## src/rtl/mem_req_arbiter.sv

```systemverilog
// mem_req_arbiter: shares a single-port memory engine between instruction fetch (IFU)
// and the load/store buffer (LSB), with one transaction in flight at a time.
// LSB has priority. After STARVE_LIMIT consecutive LSB grants taken while IFU was
// waiting, the IFU wins once. A flush discards an in-flight fetch. All outputs are registered.
//
// Ports:
//   clk, rst (sync active-high), rdy (global enable; low freezes everything but rst)
//   flush                                    - cancels pending/in-flight fetch
//   ifu_req/ifu_addr -> ifu_ack/ifu_ins      - fetch side
//   lsb_req/we/signed/size/addr/wdata -> lsb_ack/lsb_rdata - data side
//   mc_valid/we/signed/size/addr/wdata -> engine, mc_done/mc_rdata <- engine
module mem_req_arbiter #(
  parameter int STARVE_LIMIT = 4
) (
  input  logic        clk,
  input  logic        rst,
  input  logic        rdy,
  input  logic        flush,
  input  logic        ifu_req,
  input  logic [31:0] ifu_addr,
  output logic        ifu_ack,
  output logic [31:0] ifu_ins,
  input  logic        lsb_req,
  input  logic        lsb_we,
  input  logic        lsb_signed,
  input  logic [1:0]  lsb_size,
  input  logic [31:0] lsb_addr,
  input  logic [31:0] lsb_wdata,
  output logic        lsb_ack,
  output logic [31:0] lsb_rdata,
  output logic        mc_valid,
  output logic        mc_we,
  output logic        mc_signed,
  output logic [1:0]  mc_size,
  output logic [31:0] mc_addr,
  output logic [31:0] mc_wdata,
  input  logic        mc_done,
  input  logic [31:0] mc_rdata
);

  localparam logic [3:0] LIMIT = 4'(STARVE_LIMIT);

  typedef enum logic [1:0] {
    IDLE   = 2'd0,
    BUSY_D = 2'd1,
    BUSY_I = 2'd2,
    DRAIN  = 2'd3
  } state_t;

  state_t      state_q, state_d;
  logic [3:0]  starve_q, starve_d;
  logic        ifu_ack_q, ifu_ack_d;
  logic [31:0] ifu_ins_q, ifu_ins_d;
  logic        lsb_ack_q, lsb_ack_d;
  logic [31:0] lsb_rdata_q, lsb_rdata_d;
  logic        mc_valid_q, mc_valid_d;
  logic        mc_we_q, mc_we_d;
  logic        mc_signed_q, mc_signed_d;
  logic [1:0]  mc_size_q, mc_size_d;
  logic [31:0] mc_addr_q, mc_addr_d;
  logic [31:0] mc_wdata_q, mc_wdata_d;

  // A requester whose ack is showing still has its req high from the
  // transaction just finished, so it must not be regranted this cycle.
  logic lsb_elig, ifu_elig, grant_lsb, grant_ifu;

  always_comb begin
    lsb_elig  = lsb_req & ~lsb_ack_q;
    ifu_elig  = ifu_req & ~ifu_ack_q & ~flush;
    grant_lsb = 1'b0;
    grant_ifu = 1'b0;
    if (state_q == IDLE) begin
      if (lsb_elig && ifu_elig) begin
        if (starve_q == LIMIT) grant_ifu = 1'b1;
        else                   grant_lsb = 1'b1;
      end else begin
        grant_lsb = lsb_elig;
        grant_ifu = ifu_elig;
      end
    end
  end

  always_comb begin
    state_d     = state_q;
    starve_d    = starve_q;
    ifu_ack_d   = 1'b0;
    ifu_ins_d   = ifu_ins_q;
    lsb_ack_d   = 1'b0;
    lsb_rdata_d = lsb_rdata_q;
    mc_valid_d  = 1'b0;
    mc_we_d     = mc_we_q;
    mc_signed_d = mc_signed_q;
    mc_size_d   = mc_size_q;
    mc_addr_d   = mc_addr_q;
    mc_wdata_d  = mc_wdata_q;

    unique case (state_q)
      IDLE: begin
        if (grant_lsb) begin
          state_d     = BUSY_D;
          mc_valid_d  = 1'b1;
          mc_we_d     = lsb_we;
          mc_signed_d = lsb_signed;
          mc_size_d   = lsb_size;
          mc_addr_d   = lsb_addr;
          mc_wdata_d  = lsb_wdata;
          // Count only grants the IFU actually lost; saturate at the limit.
          if (ifu_req && !flush && starve_q != LIMIT) starve_d = starve_q + 4'd1;
        end else if (grant_ifu) begin
          state_d     = BUSY_I;
          mc_valid_d  = 1'b1;
          mc_we_d     = 1'b0;
          mc_signed_d = 1'b0;
          mc_size_d   = 2'd3;
          mc_addr_d   = ifu_addr;
          mc_wdata_d  = 32'd0;
          starve_d    = 4'd0;
        end
      end
      BUSY_D: begin
        if (mc_done) begin
          state_d   = IDLE;
          lsb_ack_d = 1'b1;
          if (!mc_we_q) lsb_rdata_d = mc_rdata;
        end
      end
      BUSY_I: begin
        if (mc_done) begin
          state_d = IDLE;
          // A flush coinciding with completion still drops the fetched word.
          if (!flush) begin
            ifu_ack_d = 1'b1;
            ifu_ins_d = mc_rdata;
          end
        end else if (flush) begin
          state_d = DRAIN;
        end
      end
      DRAIN: begin
        if (mc_done) state_d = IDLE;
      end
      default: state_d = IDLE;
    endcase

    if (flush) starve_d = 4'd0;
  end

  always_ff @(posedge clk) begin
    if (rst) begin
      state_q     <= IDLE;
      starve_q    <= 4'd0;
      ifu_ack_q   <= 1'b0;
      ifu_ins_q   <= 32'd0;
      lsb_ack_q   <= 1'b0;
      lsb_rdata_q <= 32'd0;
      mc_valid_q  <= 1'b0;
      mc_we_q     <= 1'b0;
      mc_signed_q <= 1'b0;
      mc_size_q   <= 2'd0;
      mc_addr_q   <= 32'd0;
      mc_wdata_q  <= 32'd0;
    end else if (rdy) begin
      state_q     <= state_d;
      starve_q    <= starve_d;
      ifu_ack_q   <= ifu_ack_d;
      ifu_ins_q   <= ifu_ins_d;
      lsb_ack_q   <= lsb_ack_d;
      lsb_rdata_q <= lsb_rdata_d;
      mc_valid_q  <= mc_valid_d;
      mc_we_q     <= mc_we_d;
      mc_signed_q <= mc_signed_d;
      mc_size_q   <= mc_size_d;
      mc_addr_q   <= mc_addr_d;
      mc_wdata_q  <= mc_wdata_d;
    end
  end

  assign ifu_ack   = ifu_ack_q;
  assign ifu_ins   = ifu_ins_q;
  assign lsb_ack   = lsb_ack_q;
  assign lsb_rdata = lsb_rdata_q;
  assign mc_valid  = mc_valid_q;
  assign mc_we     = mc_we_q;
  assign mc_signed = mc_signed_q;
  assign mc_size   = mc_size_q;
  assign mc_addr   = mc_addr_q;
  assign mc_wdata  = mc_wdata_q;

endmodule

```

## config.mk

```make
export PLATFORM = sky130hd
export DESIGN_NAME = mem_req_arbiter
export DESIGN_NICKNAME = d
export VERILOG_FILES = /design/src/rtl/mem_req_arbiter.sv
export SDC_FILE = /design/constraint.sdc
export NUM_CORES = 1
export LEC_CHECK = 0
export ABC_CLOCK_PERIOD_IN_PS = 4700
export CORE_MARGIN = 2
export CORE_UTILIZATION = 44
export CTS_BUF_LIST = sky130_fd_sc_hd__clkbuf_8
export CTS_CLUSTER_SIZE = 40
export DETAILED_ROUTE_END_ITERATION = 8
export GPL_TIMING_DRIVEN = 0
export PLACE_DENSITY = 0.89
export SLEW_MARGIN = 30
export SYNTH_ARGS = -nofsm -noshare
export SYNTH_HDL_FRONTEND = slang
export SYNTH_SLANG_ARGS = --single-unit
export TNS_END_PERCENT = 100
```

## constraint.sdc

```tcl
create_clock -name clk -period 4.7 [get_ports clk]
set_input_delay 0.94 -clock clk [delete_from_list [all_inputs] [get_ports clk]]
set_output_delay 0.94 -clock clk [all_outputs]
set_load 0.05 [all_outputs]
```

## Word level (Yosys, flattened, before mapping)

Cells that the tools add are included.

- Bits in registers: 141
- Memories kept: 0
- RAM bits: 0
- Bits in latches: 0
- ROM bits: 0

- Div/mod/pow operators: 0
- Order comparisons: 0
- $add $sub $neg: 1
- Shifts and indexed selects: 0
- Muxes and demuxes: 34
- Bitwise logic cells: 7
- Reduce and logical (&&, ||, !) cells: 14
- $mul: 0
- Equal/unequal tests: 9

Operators by type and width:

| operator | count |
|---|---|
| 2-to-1 mux 32 bit | 4 |
| 2-to-1 mux 4 bit | 5 |
| 2-to-1 mux 1 bit | 17 |
| AND reduction 4 bit | 4 |
| 2-to-1 mux 2 bit | 7 |
| inequality test 3 bit (second input constant) | 2 |
| one-hot mux 2 bit (3 select lines) | 1 |
| adder 4 x 1 -> 4 bit (second input constant) | 1 |
| == test 2 bit (second input constant) | 2 |
| == test 4 x 3 -> 1 bit (second input constant) | 1 |
| inequality test 4 x 3 -> 1 bit (second input constant) | 1 |
| NOT 1 bit | 4 |
| nonzero test 2 bit | 2 |
| AND 1 bit | 3 |
| logical AND 1 bit | 3 |
| inequality test 3 x 2 -> 1 bit (second input constant) | 1 |
| AND reduction 3 bit | 1 |
| nonzero test 3 bit | 1 |
| == test 2 x 1 -> 1 bit (second input constant) | 1 |
| zero test 2 bit | 1 |
| inequality test 2 x 1 -> 1 bit (second input constant) | 1 |
| OR reduction 2 bit | 1 |
| zero test 1 bit | 1 |

## Logic depth before layout (Yosys ltp)

Gate-level depths: netlist (run 1).

- Depth in word-level cells: 10
- Mapped depth: 8

## Worst setup path after synthesis (run 1)

OpenSTA, ideal clock, no wires.

- Kind: input to register
- From: in flush
- To: reg state_q[0]
- Path buffers: 3
- Setup slack: 2,330 ps
- Cell stages on the path: 7
- Data arrival time: 2,238 ps
- Setup time: 132 ps
- Cell sequence: or3b_1 -> clkbuf_1 -> o211a_1 -> buf_2 -> buf_2 -> a221oi_1 -> nor3_1

- Word-level cells in the longest chain between the ends: 7
- Elaborated cells on any way between the ends: 12

Ends and longest elaborated chain:

| element | RTL line | text |
|---|---|---|
| start: declaration | 18 | `input logic flush,` |
| NOT 1 bit (no line) | -- |  |
| AND 1 bit | 69 | `ifu_elig = ifu_req & ~ifu_ack_q & ~flush;` |
| logical AND 1 bit | 73 | `if (lsb_elig && ifu_elig) begin` |
| 2-to-1 mux 1 bit | 73 |  |
| 2-to-1 mux 1 bit | 72 | `if (state_q == IDLE) begin` |
| inequality test 3 bit (no line) or 2-to-1 mux 2 bit (tied branches) | -- |  |
| AND reduction 4 bit (no line) or one-hot mux 2 bit (3 select lines) (tied branches) | -- |  |
| end signal: assignment | 163 | `state_q <= state_d;` |
| end: declaration | 50 | `state_t state_q, state_d;` |

Parallel ways exist; a longest one is shown, timed or not.
A chain may end at the register's enable or synchronous reset.

## Final worst setup path (run 1)

- From: in flush
- To: reg mc_wdata_q[27] (netlist: mc_wdata[27])

- Word-level cells in the longest chain between the ends: 7
- Elaborated cells on any way between the ends: 10

Ends and longest elaborated chain:

| element | RTL line | text |
|---|---|---|
| NOT 1 bit (no line) (*) | -- |  |
| AND 1 bit (*) | 69 |  |
| logical AND 1 bit | 73 |  |
| 2-to-1 mux 1 bit | 73 |  |
| 2-to-1 mux 1 bit | 72 |  |
| nonzero test 2 bit (no line) | -- |  |
| AND reduction 3 bit (no line) | -- |  |
| end signal: assignment | 174 | `mc_wdata_q <= mc_wdata_d;` |
| end: declaration | 61 | `logic [31:0] mc_wdata_q, mc_wdata_d;` |

Every way passes the cells marked *; elsewhere a longest branch is shown, timed or not.

==> key figures, run 1 <==
Synthesis
  – Post-Syn Area per Cell: between 8 and 9 um^2
  – Mapped Area: 5200 um^2
  – Main flop type after synthesis: dfxtp_1
  – Post-synth EDFFs: 0
  – Register area share after synthesis: 0.543
  – Cells after Synth: about 610
  – Post-synth top area share: 0.543
  – Top post-synthesis cells by area: dfxtp_1 54%, nand2_1 14%, a21oi_1 6.7%
  – Yosys warns: 0
  – Dominant cell type by area after synthesis: dfxtp_1
  – Syn_nets: 753
  – #FFs+latches synth: about 140
  – Synth unique cells: 39
  – Async set-reset flop share out of synthesis: 0

Timing
  – Setup TNS Final: 0 ns
  – Final Hold Fails: 0
  – RSZ-0062 raised after global routing: false
  – Skew final: between 0.01 and 0.015 ns
  – Final setup fails: 0
  – Fmax: 341 MHz
  – Fin. max-slew vios: 0
  – Minimum clock period: ~2.9 ns
  – Final critical-path share of the clock period: 0.623
  – Tightest Pin Transition: approximately 0.64 ns
  – Final worst slack: between 1.5 and 2 ns
  – Slew HR: 0.573

Power
  – Combinational power share: 0.208
  – Net Sw Frac: 0.310
  – Leakage Power: slightly above 0.003 uW
  – Cell Pwr Density: 318 nW/um^2
  – Clock Power Share: 0.320
  – Flop pwr share: 0.472
  – Internal: about 1900 uW
  – Worst VDD drop: ~0.00017 V
  – Net Sw Power: approximately 830 uW

Worst setup path
  – Setup crit start: flush
  – Max Fanout on Critical Path: 10
  – Critical path class: input pin to register
  – CP max stage delay: between 0.6 and 0.7 ns
  – Worst path arrival time: between 3 and 4 ns
  – Slowest stage cell, crit path: clkdlybuf4s50_1
  – Worst reg2reg startpoint: ifu_ack
  – Cells along the critical path: clkdlybuf4s50_1 > or3b_1 > clkbuf_1 > o211ai_2 > nor3_2 > clkbuf_1 > a22o_1
  – Most Frequent Cell on Critical Path: clkbuf_1
  – Crit end category: register
  – Worst endpoint required time: around 5.1 ns
  – Startpoint types: input pin

Die
  – DIE WIDTH: roughly 110 um
  – Row count: 39
  – Initial Utilization: 0.454
  – Die area: ~13000 um^2
  – # IOs: ~270
  – Die span in y: ~110 um
  – Core area: approximately 11000 um^2

Clock tree
  – CTS Buf Count: 17
  – Worst-skew pair later-pin latency: between 0.4 and 0.5 ns
  – Max clock buf depth: 2
  – Root Driver: clkbuf_8
  – CTS tree: yes
  – Hold Buf Count CTS: 0
  – # clock sinks: between 100 and 150
  – Cts repair resizes: 0
  – Htree depth: 4
  – Clock Pin Slew Worst Setup and Hold Paths: 0.08 ns
  – Post-CTS setup buffer count: 0

Route
  – Vias/cell: about 5.2
  – Starting DRT DRC Count: between 400 and 500
  – DRT antenna net count: 0
  – 1st-pass router iterations: 5
  – Avg WL per Cell: 16.6 um
  – Remaining DRCs: 0
  – Final WL: ~18 mm
  – Routed via count: 5516

Status
  – Status: finished, final reports clean

Global routing
  – Initial antenna violation count: 0
  – Total grt overflow: 0
  – First-pass GRT wire length: 27.0 mm
  – Total GRT Usage: 0.271
  – Largest net degree at the start of global routing: 17
  – Vias in the first global route: approximately 5400

Cells and area
  – Post-layout util: 0.737
  – Layout Nets: 1044
  – Number of inserted diodes: 0
  – Layout cells sized above 1: 0.0535
  – P&R area growth vs syn: 62.5%
  – Finished Cell Area: about 8500 um^2

Place
  – Placed Area: about 8000 um^2
  – Detail Placement HPWL: between 10 and 15 mm
  – Worst slack at placement: between 1 and 1.5 ns
  – I/O Buffers: 272
  – GPL Wtd Cong: 0.875

Worst hold path
  – Hold WC Path Type: register to register
  – Min-delay src: ifu_ins[4]

Flow run
  – Max-Cap Viols: 0
==> critical path: cells and delay by family <==
kind,cells,cell delay (ns)
buffers and inverters,3,1.29
and+or+nand+nor,2,0.60
AOI/OAI and AO/OA,2,0.48
==> registers in the layout (all words and copies together), names as in the netlist <==
register	cells
mc_wdata	32
ifu_ack	1
lsb_ack	1
starve_q	4
mc_valid	1
ifu_ins	32
lsb_rdata	32
state_q	2
mc_size	2
mc_addr	32
mc_we	1
mc_signed	1
==> metal layers <==
layer,part of all wire,up-vias,track usage
met2,0.51,248,0.490
li1,-,2682,-
met1,0.37,2551,0.294
met3,0.087,35,0.0798
met5,0,-,0
met4,0.026,0,0.114
==> stage by stage <==
stage | hold WS [ns] | power [uW] | instances
after floorplan | 0.459 | 1590 | 612
after global placement | 0.441 | 1840 | 1027
after detailed placement | 0.446 | 1850 | 1027
after CTS | 0.456 | 2700 | 1059
after global routing | 0.470 | 2780 | 1059
final | 0.455 | 2690 | 1059
==> worst paths after layout <==
kind                   to  cells past startpoint  slack [ns]
max          mc_wdata[27]                      7        1.77
min            ifu_ins[4]                      2        0.46
max reg2reg  mc_wdata[27]                      6        2.46
min reg2reg    ifu_ins[4]                      2        0.46
==> logic make-up (layout without fill, tap and decap cells) <==
family / count (synthesis) / count (layout) / share of synthesized area
AO/OA/AOI/OAI: 149 / 149 / 0.202
adder cells (fa/ha/maj): 2 / 2 / 0.00481
buffers and inverters: 57 / 361 / 0.0450
flip-flops: 141 / 141 / 0.543
AND/OR/NAND/NOR: 263 / 263 / 0.206
==> final cells by class <==
| type | instances | area, um^2 |
|---|---|---|
| Fill cell | 847 | 3010 |
| Sequential cell | 141 | 2820 |
| Timing Repair Buffer | 272 | 2720 |
| Multi-Input combinational cell | 414 | 2150 |
| Clock buffer | 18 | 248 |
| Buffer | 49 | 204 |
| Tap cell | 143 | 179 |
| Clock inverter | 14 | 96.3 |
| Inverter | 8 | 30.0 |
==> power by group through the flow <==
stage          Combinational, uW  Clock (uW)  Sequential (uW)
6_report                     559         860             1270
5_1_grt                      590         921             1270
4_1_cts                      560         870             1270
3_5_place_dp                 557           0             1300
3_3_place_gp                 552           0             1290
2_1_floorplan                133           0             1460
==> synthesized netlist by cell type, types with 2 or more instances <==
| library cell | count |
|---|---|
| clkbuf_1 | 37 |
| buf_2 | 10 |
| a31oi_1 | 2 |
| a311oi_1 | 34 |
| nand3b_1 | 2 |
| inv_1 | 8 |
| nand2_1 | 200 |
| nand3_1 | 4 |
| nor2_1 | 41 |
| a21oi_1 | 70 |
| dfxtp_1 | 141 |
| a22o_1 | 34 |
| nand4b_1 | 2 |
| ha_1 | 2 |
==> cells in the final DEF (no fill, tap or decap), types with 10 or more instances in the layout <==
cell type / instances
clkdlybuf4s50_1: 272
nand2_1: 200
dfxtp_1: 141
a21oi_1: 70
nor2_1: 41
clkbuf_1: 37
a311oi_1: 34
a22o_1: 34
clkbuf_8: 18
inv_1: 10
buf_2: 10
Power figures use the tool's default switching activity.
==> run 2: changes to the inputs <==
ABC_CLOCK_PERIOD_IN_PS = 2650   (was 4700)
CORE_UTILIZATION = 37   (was 44)
PLACE_DENSITY = 0.8   (was 0.89)
clock period = 2.65 ns   (was 4.7 ns; I/O delays follow)
==> run 2 against run 1 <==
Effect of this change:
- sequential power is 77% higher
- design area is 0.84% higher
- combinational power is 77% higher
- via count is 1.8% lower
- first-iteration DRC count is 34% lower
- final cell count is 3.4% higher
- non-clock buffer count stayed put
- core utilization is 12 points lower
- critical path type unchanged
- hold slack better by 0.0011 ns
==> key figures, run 2 (synthesis results as in run 1) <==
Global routing
  – Routing usage on met1: 0.263 (-0.0311)
  – Grt met3 use: 0.0901 (+0.0103)
  – Initial antenna violation count: 0 (unchanged)
  – Total grt overflow: 0 (unchanged)
  – Global routing's busiest layer: met2
  – First-pass GRT wire length: 26.8 mm (-0.74%)
  – GR Util met2: 0.390 (-0.0999)
  – Total GRT Usage: 0.232 (-0.0383)
  – Vias in the first global route: 5202 (-3.8%)
  – Largest net degree at the start of global routing: 17 (unchanged)

Cells and area
  – Area of the multi-input gates: 2150 um^2 (unchanged)
  – FF/Latch Area: 2820 um^2 (unchanged)
  – Most frequent cells in the layout: 272 x clkdlybuf4s50_1, 200 x nand2_1, 141 x dfxtp_1, 70 x a21oi_1, 41 x nor2_1
  – Layout cells sized above 1: 0.0536 (+0.0000585)
  – Fill cells: 1203 (+42%)
  – Commonest non-fill, non-tap cell in the layout: clkdlybuf4s50_1
  – Layout Nets: 1044 (unchanged)
  – Number of inserted diodes: 0 (unchanged)
  – P&R area growth vs syn: 63.9%
  – Cell Count, Final, Fillers Out: 1095 (+3.4%)

Clock tree
  – Hold Buf Count CTS: 0 (unchanged)
  – # clock sinks: 141 (unchanged)
  – Post-CTS setup buffer count: 0 (unchanged)
  – Clock Pin Slew Worst Setup and Hold Paths: 0.07 ns (about the same)
  – Max clock buf depth: 2 (unchanged)
  – CTS tree: yes
  – Worst-skew pair later-pin latency: 0.45 ns (about the same)
  – Htree depth: 4 (unchanged)
  – Cts repair resizes: 0 (unchanged)
  – CTS Buf Count: 17 (unchanged)
  – Root Driver: clkbuf_8

Route
  – Avg WL per Cell: 16.1 um (-2.7%)
  – 1st-pass router iterations: 4 (-1)
  – Remaining DRCs: 0 (unchanged)
  – Vias/cell: 4.95 (-5.0%)
  – Starting DRT DRC Count: 290 (-34%)
  – Routed via count: 5416 (-1.8%)
  – DRT antenna net count: 0 (unchanged)
  – Final WL: 17.7 mm (+0.59%)

Worst setup path
  – Max Fanout on Critical Path: 10 (unchanged)
  – Most Frequent Cell on Critical Path: clkbuf_1
  – Startpoint types: input pin
  – Cells along the critical path: clkdlybuf4s50_1 > or3b_1 > clkbuf_1 > o211ai_2 > nor3_2 > clkbuf_1 > a22o_1
  – Slowest stage cell, crit path: clkdlybuf4s50_1
  – Worst endpoint required time: 2.99 ns (-2.10 ns)
  – Worst path arrival time: 2.83 ns (-0.49 ns)
  – Crit end category: register
  – CP max stage delay: 0.54 ns (-0.09 ns)
  – Critical path class: input pin to register

Timing
  – Final critical-path share of the clock period: 0.943
  – RSZ-0062 raised after global routing: false
  – Fmax: ~400 MHz
  – Slew HR: 0.570 (-0.00328)
  – Final Hold Fails: 0 (unchanged)
  – Tightest Pin Transition: 0.644 ns (+0.00290 ns)
  – Final setup fails: 0 (unchanged)
  – Fin. max-slew vios: 0 (unchanged)
  – Hold Slack: 0.456 ns (+0.00109 ns)
  – Minimum clock period: between 2 and 2.5 ns
  – Skew final: 0.0106 ns (-0.00133 ns)

Place
  – Post-placement cell count: 1064 (+3.6%)
  – Detail Placement HPWL: 13.5 mm (-0.18%)
  – I/O Buffers: 272 (unchanged)
  – GPL Wtd Cong: 0.858 (-1.9%)

Power
  – Cell Pwr Density: 572 nW/um^2 (+80%)
  – Worst VDD drop: 0.000288 V (+67%)
  – Leakage Power: 0.00305 uW (+0.45%)

Worst hold path
  – Hold WC Path Type: register to register

Die
  – Row count: 43 (+10%)
  – Die span in y: 123 um (+8.7%)
  – Initial Utilization: 0.376 (-0.0774)
  – Die area: 15000 um^2 (+18%)
  – # IOs: 274 (unchanged)
  – Core area: 13800 um^2 (+21%)
  – DIE WIDTH: 123 um (+8.7%)

Flow run
  – Max-Cap Viols: 0 (unchanged)

Status
  – Status: finished, final reports clean
-- run 2: path summary, 6_finish.rpt --
kind,slack (ns),end,startpoint,depth (start not counted)
worst max-delay path,0.15,mc_wdata[12],flush,7
worst max register to register,0.42,mc_wdata[12],ifu_ack,6
worst min register to register,0.46,lsb_rdata[26],lsb_rdata[26],2
worst min-delay path,0.46,lsb_rdata[26],lsb_rdata[26],2
-- run 2: final cells by class --
cell class,instances,share of cell area
Timing Repair Buffer,272,0.319
Clock inverter,11,0.0110
Sequential cell,141,0.331
Multi-Input combinational cell,414,0.252
Inverter,8,0.00352
Tap cell,180,0.0264
Buffer,49,0.0239
Clock buffer,20,0.0323
-- run 2: per-layer routing --
| metal | wire length, um | part of all wire | vias to the layer above |
|---|---|---|---|
| li1 | - | - | 2686 |
| met1 | 7040 | 0.40 | 2468 |
| met2 | 8590 | 0.49 | 239 |
| met3 | 1700 | 0.096 | 23 |
| met4 | 320 | 0.018 | 0 |
| met5 | 0 | 0 | - |
-- run 2: where the power goes --
group / total, uW / leakage (uW) / internal, uW / switching (uW)
clock: 1630 / 0.000188 / 804 / 828
sequential: 2250 / 0.00115 / 2200 / 46.4
combinational: 991 / 0.00172 / 415 / 576
total: 4870 / 0.00305 / 3420 / 1450
-- run 2: critical path: cells and delay by family --
kind / cells / cell delay (ns)
AO/OA/AOI/OAI: 2 / 0.75
buffers and inverters: 3 / 0.99
AND/OR/NAND/NOR: 2 / 0.57
-- run 2: metrics by stage --
| step | total power, uW | instance area, um^2 | utilization | setup TNS (ns) | worst slack [ns] |
|---|---|---|---|---|---|
| final | 4870 | 8520 | 0.617 | 0 | 0.152 |
| after global routing | 5050 | 8520 | 0.617 | 0 | 0.00560 |
| after CTS | 4910 | 8520 | 0.617 | 0 | 0.154 |
| after detailed placement | 3290 | 8160 | 0.590 | -16.00 | -0.330 |
| after global placement | 3280 | 8150 | 0.589 | -18.24 | -0.296 |
| after floorplan | 2820 | 5200 | - | 0 | 0.616 |
==> run 3: changes to the inputs <==
CORE_ASPECT_RATIO = 0.7   (was not set)
CORE_UTILIZATION = 36   (was 37)
CTS_BUF_LIST = sky130_fd_sc_hd__clkbuf_16   (was sky130_fd_sc_hd__clkbuf_8)
PLACE_DENSITY = 0.78   (was 0.8)
==> run 3 against run 2 <==
Effect of this change:
- final cell count grew 1.0%
- largest cell class unchanged
- sequential cell count unchanged
- clock-buffer cell count shrank 3
- non-clock buffer count did not move
==> key figures, run 3 (synthesis results as in run 1) <==
Status
  – Status: finished, final reports clean

Die
  – Die area: 15400 um^2 (+2.8%)
  – DIE WIDTH: 148 um (+20%)
  – Core area: 14000 um^2 (+1.3%)
  – # IOs: 274 (unchanged)
  – Die span in y: 105 um (-15%)
  – Initial Utilization: 0.371 (-0.00487)
  – Row count: 36 (-16%)

Worst setup path
  – Cells along the critical path: clkdlybuf4s50_1 > or3b_1 > clkbuf_1 > o211ai_2 > nor3_4 > clkbuf_1 > a22o_1
  – Most Frequent Cell on Critical Path: clkbuf_1
  – Worst endpoint required time: 3.01 ns (+0.02 ns)
  – Slowest stage cell, crit path: clkdlybuf4s50_1
  – Crit end category: register
  – CP max stage delay: 0.62 ns (+0.08 ns)
  – Critical path class: input pin to register
  – Max Fanout on Critical Path: 10 (unchanged)
  – Worst path arrival time: 2.87 ns (+0.04 ns)
  – Startpoint types: input pin

Route
  – DRT antenna net count: 0 (unchanged)
  – 1st-pass router iterations: 5 (+1)
  – Remaining DRCs: 0 (unchanged)
  – Final WL: 17.7 mm (+0.49%)
  – Routed via count: 5389 (-0.50%)
  – Avg WL per Cell: 16.0 um (-0.51%)
  – Starting DRT DRC Count: 266 (-8.3%)
  – Vias/cell: 4.87 (-1.5%)

Cells and area
  – P&R area growth vs syn: 68.6%
  – Commonest non-fill, non-tap cell in the layout: clkdlybuf4s50_1
  – Cell Count, Final, Fillers Out: 1106 (+1.0%)
  – Finished Cell Area: 8770 um^2 (+2.9%)
  – Number of inserted diodes: 0 (unchanged)
  – Layout cells sized above 1: 0.0557 (+0.00212)
  – Post-layout util: 0.626 (+0.00952)
  – Layout Nets: 1044 (unchanged)
  – Most frequent cells in the layout: 272 x clkdlybuf4s50_1, 200 x nand2_1, 141 x dfxtp_1, 70 x a21oi_1, 40 x nor2_1

Timing
  – Minimum clock period: 2.51 ns (+0.0132 ns)
  – Setup TNS Final: 0 ns (unchanged)
  – Slew HR: 0.421 (-0.148)
  – Hold Slack: 0.452 ns (-0.00414 ns)
  – RSZ-0062 raised after global routing: false
  – Final setup fails: 0 (unchanged)
  – Tightest Pin Transition: 0.856 ns (+0.212 ns)
  – Fmax: 398 MHz (-0.53%)
  – Skew final: 0.0198 ns (+0.00920 ns)
  – Final critical-path share of the clock period: 0.948 (+0.00498)
  – Fin. max-slew vios: 0 (unchanged)
  – Final Hold Fails: 0 (unchanged)

Global routing
  – First-pass GRT wire length: 28.0 mm (+4.7%)
  – Largest net degree at the start of global routing: 17 (unchanged)
  – Total GRT Usage: 0.229 (-0.00342)
  – Vias in the first global route: 5333 (+2.5%)
  – Initial antenna violation count: 0 (unchanged)
  – Total grt overflow: 0 (unchanged)

Clock tree
  – Clock Pin Slew Worst Setup and Hold Paths: 0.06 ns (about the same)
  – CTS tree: yes
  – Root Driver: clkbuf_16
  – Max clock buf depth: 2 (unchanged)
  – CTS Buf Count: 17 (unchanged)
  – # clock sinks: 141 (unchanged)
  – Post-CTS setup buffer count: 0 (unchanged)
  – Htree depth: 4 (unchanged)
  – Worst-skew pair later-pin latency: 0.42 ns (-0.03 ns)

Power
  – Leakage Power: 0.00316 uW (+3.5%)
  – Worst VDD drop: 0.000410 V (+43%)
  – Cell Pwr Density: 646 nW/um^2 (+13%)

Place
  – I/O Buffers: 272 (unchanged)
  – Post-placement cell count: 1074 (+0.94%)
  – Placed Area: 8160 um^2 (about the same)
  – Detail Placement HPWL: 13.4 mm (-0.60%)
  – GPL Wtd Cong: 0.816 (-4.9%)

Worst hold path
  – Hold WC Path Type: register to register

Flow run
  – Max-Cap Viols: 0 (unchanged)
-- run 3: where the power goes --
part | switching (uW) | internal [uW] | leakage [uW]
sequential | 47.5 | 2210 | 0.00115
clock | 1010 | 1420 | 0.000294
combinational | 571 | 415 | 0.00172
total | 1630 | 4040 | 0.00316
-- run 3: final cells by class --
class / count / area, um^2
buffer: 49 / 204
clock buffer: 17 / 425
clock inverter: 15 / 174
fill: 1197 / 5240
inverter: 8 / 30.0
multi-input combinational: 414 / 2150
sequential: 141 / 2820
tap: 190 / 238
timing repair buffer: 272 / 2720
-- run 3: layer usage --
layer	GRT usage	part of all wire	up-vias
met5	0	0	-
met4	0.0783	0.023	0
met3	0.0856	0.080	30
met2	0.347	0.44	197
met1	0.300	0.46	2477
li1	-	-	2685
-- run 3: final timing paths --
kind / from / endpoint / slack [ns] / depth (start not counted)
worst max-delay path: flush / mc_wdata[15] / 0.14 / 7
worst min-delay path: ifu_ins[26] / ifu_ins[26] / 0.45 / 2
worst max register to register: starve_q[0] / mc_wdata[15] / 0.47 / 7
worst min register to register: ifu_ins[26] / ifu_ins[26] / 0.45 / 2
-- run 3: metrics by stage --
stage / setup WS, ns / total power [uW]
2_1_floorplan: 0.616 / 2820
3_3_place_gp: -0.413 / 3280
3_5_place_dp: -0.425 / 3280
4_1_cts: 0.00225 / 5710
5_1_grt: 0.0136 / 5870
6_report: 0.139 / 5670
-- run 3: worst max-delay path, delay by kind of cell --
kind	cells	cell delay (ns)
buffers and inverters	3	1.29
AO/OA/AOI/OAI	2	0.46
AND/OR/NAND/NOR	2	0.58
-- run 3: timing repair --
action,4_1_cts,5_1_grt
hold buffers,0,0
setup endpoints to repair,0,28
gates resized for setup,0,2
